[src/rtl/serial_adder.sv]
// -----------------------------------------------------------------------------
// serial_adder
//   LSB-first bit-serial adder. An accepted start captures both operands, then
//   one bit is added per clock through a single full-adder cell and a carry
//   flop. The full result appears on sum/cout together with a one-cycle done
//   pulse, and stays there until the next operation completes.
//
// Ports
//   clk    in   rising-edge clock
//   rst_n  in   asynchronous active-low reset
//   start  in   request; only looked at while idle
//   a, b   in   WIDTH-bit operands, captured on the accepting edge
//   busy   out  high while an operation is running or reporting completion
//   done   out  one-cycle pulse; sum/cout are valid while it is high
//   sum    out  (a + b) mod 2**WIDTH
//   cout   out  carry out of bit WIDTH-1
//
// Timing (start accepted at edge k)
//   edges k+1 .. k+WIDTH   process bits 0 .. WIDTH-1
//   edge  k+WIDTH          sum/cout update, FSM enters DONE (done high next cycle)
//   edge  k+WIDTH+1        back to IDLE; the next start is taken at k+WIDTH+2
// -----------------------------------------------------------------------------
module serial_adder #(
  parameter int WIDTH = 8  // legal range 2..32
) (
  input  logic             clk,
  input  logic             rst_n,
  input  logic             start,
  input  logic [WIDTH-1:0] a,
  input  logic [WIDTH-1:0] b,
  output logic             busy,
  output logic             done,
  output logic [WIDTH-1:0] sum,
  output logic             cout
);

  // Wide enough to hold WIDTH, so the counter can never wrap mid-operation.
  localparam int CW = $clog2(WIDTH + 1);

  typedef enum logic [1:0] {
    IDLE = 2'd0,
    RUN  = 2'd1,
    DONE = 2'd2
  } state_t;

  state_t           state_q, state_d;
  logic [WIDTH-1:0] a_q, b_q;   // operand shift registers, bit 0 is consumed next
  logic [WIDTH-1:0] s_q;        // result shift register, filled from the MSB end
  logic             carry_q;
  logic [CW-1:0]    cnt_q;

  logic             a_bit, b_bit;
  logic             p, g;
  logic             s, c_next;
  logic             last_bit;

  // Full adder built from two half-adder stages and an OR.
  assign a_bit    = a_q[0];
  assign b_bit    = b_q[0];
  assign p        = a_bit ^ b_bit;
  assign g        = a_bit & b_bit;
  assign s        = p ^ carry_q;
  assign c_next   = g | (p & carry_q);
  assign last_bit = (cnt_q == CW'(WIDTH - 1));

  // Decoded straight from the state register, so both are glitch-free.
  assign busy = (state_q == RUN) || (state_q == DONE);
  assign done = (state_q == DONE);

  // ---------------------------------------------------------------------------
  // Next-state logic
  // ---------------------------------------------------------------------------
  always_comb begin
    // NOTE: the default assignment up front means every path drives state_d,
    // so no latch can be inferred regardless of how the case below evolves.
    state_d = state_q;
    case (state_q)
      IDLE:    if (start) state_d = RUN;
      RUN:     if (last_bit) state_d = DONE;
      DONE:    state_d = IDLE;
      default: state_d = IDLE;  // unused encoding recovers in one edge
    endcase
  end

  // ---------------------------------------------------------------------------
  // State register
  // ---------------------------------------------------------------------------
  always_ff @(posedge clk or negedge rst_n) begin
    // NOTE: non-blocking assignments here so every flop samples pre-edge
    // values; blocking would make the result depend on statement order.
    if (!rst_n) state_q <= IDLE;
    else        state_q <= state_d;
  end

  // ---------------------------------------------------------------------------
  // Datapath
  // ---------------------------------------------------------------------------
  always_ff @(posedge clk or negedge rst_n) begin
    if (!rst_n) begin
      a_q     <= '0;
      b_q     <= '0;
      s_q     <= '0;
      carry_q <= 1'b0;
      cnt_q   <= '0;
      sum     <= '0;
      cout    <= 1'b0;
    end else begin
      case (state_q)
        IDLE: begin
          if (start) begin
            a_q     <= a;
            b_q     <= b;
            s_q     <= '0;
            carry_q <= 1'b0;
            cnt_q   <= '0;
          end
        end
        RUN: begin
          a_q     <= a_q >> 1;
          b_q     <= b_q >> 1;
          s_q     <= {s, s_q[WIDTH-1:1]};
          carry_q <= c_next;
          cnt_q   <= cnt_q + CW'(1);
          // Publish only the complete result; sum never shows partial bits.
          if (last_bit) begin
            sum  <= {s, s_q[WIDTH-1:1]};
            cout <= c_next;
          end
        end
        default: ;  // DONE and unused encodings leave the datapath untouched
      endcase
    end
  end

endmodule

[config.mk]
export PLATFORM = sky130hd
export DESIGN_NAME = serial_adder
export DESIGN_NICKNAME = d
export VERILOG_FILES = /design/src/rtl/serial_adder.sv
export SDC_FILE = /design/constraint.sdc
export NUM_CORES = 1
export LEC_CHECK = 0
export CAP_MARGIN = 30
export CORE_AREA = 2 2 61 63
export CTS_BUF_LIST = sky130_fd_sc_hd__clkbuf_4
export CTS_CLUSTER_SIZE = 30
export DETAILED_ROUTE_END_ITERATION = 7
export DIE_AREA = 0 0 63 65
export PLACE_DENSITY = 0.75
export SKIP_CTS_REPAIR_TIMING = 1
export SLEW_MARGIN = 20
export SYNTH_ARGS = -nofsm -noshare
export SYNTH_HDL_FRONTEND = slang
export SYNTH_SLANG_ARGS = --single-unit
export TNS_END_PERCENT = 20
[constraint.sdc]
create_clock -name clk -period 3.41 [get_ports clk]
set_input_delay 0.8525 -clock clk [delete_from_list [all_inputs] [get_ports clk]]
set_output_delay 0.8525 -clock clk [all_outputs]
set_load 0.03 [all_outputs]
==> run metrics <==
run status completed; most frequent cells after synthesis dfrtp_1 (39), nand2_1 (18), o21ai_0 (16), mux2i_1 (14); final net count between 150 and 200; # rows 22; fmax 382 MHz; Routed wire per std cell ~12 microns; ANT cells 0; CTS tree done; Die Area approximately 4100 sq um; Placeable Area 3500 sq um; total power draw 0.00164 W; CP required 2.56 ns; largest net degree at the start of global routing 40; First DRT Iteration DRCs 28; Slew @ Worst Pin ~0.84 ns; gate count after technology mapping 142; Slew Viols, Final 0; top cell type by total area after synthesis dfrtp_1; Worst setup EP type output port; area growth from synthesis to layout 21.7%; Cell variety after synth 24; worst-path maximum fanout 3; Worst Hold Class flip-flop to flip-flop; first-pass GRT wire length 4860 microns; total wire length 2730 microns; largest family of logic cells by synthesized area multiplexers; Die H 65 microns; DR pass1 iterations 4; critical path arrival 1.76 ns; instance area at placement 2040 sq um; DRC viols 0; max-cap check violation count 0; gr ovfl total 0; Bufs on Longest Clock Path 2; Startpoint Class flip-flop; crit share post-route 0.767; H-tree Lvls 2; final setup skew roughly 0.0095 ns; Max VDD drop 0.371 mV; TNS Setup 0 ns; CTS buffer count 5; Detailed Place HPWL 1970 microns; Pwr Density 788 nW/um^2; DR vias 1150; Synthesized Nets 166; Lkg Pwr 0.967 nW; unrepaired setup endpoints after global routing false; gr usage total 0.153; Vias/cell 5.25; clock root buffer clkbuf_4; Post-Synth XOR/XNOR Area 0; final hold viol count 0; Syn Area/Cell 12.0 sq um; # IOs 30; CTS sink cnt 39; compound-cell area share of the yosys netlist 0.105; Post-synth EDFFs 0; Port-buffer cells 29; Simple-Gate Fraction of Synth Area 0.0951; Netlist Area Pre-Place 1710 sq um; synth warn 0; Crit Path Category flip-flop to output port; GPL Wtd Cong 0.767; number of nets with antenna violations after routing 0; clock-pin slew on the worst setup and hold paths roughly 0.11 ns; post-synthesis mux area share 0.156; #FFs+latches synth 39; Max-slew headroom 0.440; post-synthesis sequential area ratio 0.571; Min Hold Slack 0.495 ns; # setup viols final 0; FILL cells between 200 and 300; Worst-Skew Late Latency roughly 0.34 ns; min Tclk post-route approximately 2.6 ns; adder-cell share of the synthesized area 0.0410; Die Width roughly 63 microns; Initial Utilization 0.489; top-count cell post-synth dfrtp_1; layout cells sized above 1 0.0643; vias in the first global route 1127; ranking of synthesized cells by area dfrtp_1 (57%), mux2i_1 (8.2%), mux2_1 (5.9%); top_reg_cell synth dfrtp_1; asr flop ratio synth 1.00; fin area 2080 sq um; area fraction of the dominant cell type after synthesis 0.571; initial antenna violation count 0
cells in the final DEF (no fill, tap or decap), drive strengths merged, types with 2 or more instances in the layout:
cell type / Yosys / layout
a22o: 9 / 9
clkdlybuf4s50: 0 / 28
clkinv: 0 / 2
inv: 3 / 3
mux2: 10 / 10
clkbuf: 1 / 5
nand2b: 4 / 4
buf: 8 / 3
ha: 4 / 4
o21ai: 16 / 16
nand2: 18 / 18
nand3: 4 / 4
nand3b: 2 / 2
mux2i: 15 / 15
dfrtp: 39 / 39
area by class of cell:
class | instances | area (sq um) | share of cell area
timing repair buffer | 31 | 300 | 0.144
clock inverter | 2 | 8.76 | 0.00421
clock buffer | 5 | 37.5 | 0.0180
inverter | 3 | 11.3 | 0.00541
sequential | 39 | 976 | 0.469
tap | 48 | 60.1 | 0.0288
multi-input combinational | 91 | 688 | 0.331
worst paths after layout:
check	start	to	slack [ns]	cells after the start
worst max-delay path	state_q[0]$_DFFE_PN0P_	busy	0.80	3
worst max register to register	state_q[1]$_DFFE_PN0P_	cnt_q[3]$_DFFE_PN0P_	1.26	6
worst min-delay path	b_q[7]$_DFFE_PN0P_	b_q[7]$_DFFE_PN0P_	0.50	2
worst min register to register	b_q[7]$_DFFE_PN0P_	b_q[7]$_DFFE_PN0P_	0.50	2
max in group asynchronous	rst_n	sum[6]$_DFFE_PN0P_	2.27	1
min in group asynchronous	rst_n	sum[0]$_DFFE_PN0P_	0.61	1
report_power, final:
part           switching (W)  total (W)  internal, W  leakage [nW]
registers           0.000112   0.000751     0.000639         0.512
logic               0.000366   0.000677     0.000311         0.427
clock network       0.000139   0.000212    0.0000731        0.0285
metal layers:
metal	up-vias	share of wire	track usage
met5	-	0	0
met4	0	0.012	0.0778
met3	3	0.046	0.0417
met2	29	0.49	0.255
met1	563	0.45	0.181
li1	555	-	-
metrics by stage:
stage	utilization	instances	setup slack [ns]
finish	0.596	219	0.795
global route	0.596	219	0.742
CTS	0.596	219	0.786
detailed placement	0.582	212	0.826
global placement	0.582	212	0.886
floorplan	-	142	1.72
logic make-up after synthesis:
| kind of cell | after synthesis |
|---|---|
| DFF | 39 |
| and+or+nand+nor | 33 |
| AOI/OAI and AO/OA | 28 |
| muxes | 25 |
| buffers and inverters | 12 |
| adders and majority gates | 5 |
worst max-delay path: stages, from the launching register on:
cell and delay, ns:
dfrtp_1 0.40, inv_1 0.09, ha_1 0.28, clkdlybuf4s50_1 0.66
registers in the layout (all words and copies together), names as in the netlist:
signal   flops
state_q      2
s_q          7
cout         1
carry_q      1
cnt_q        4
b_q          8
sum          8
a_q          8
Note: power is estimated with default switching activity, not from simulation.
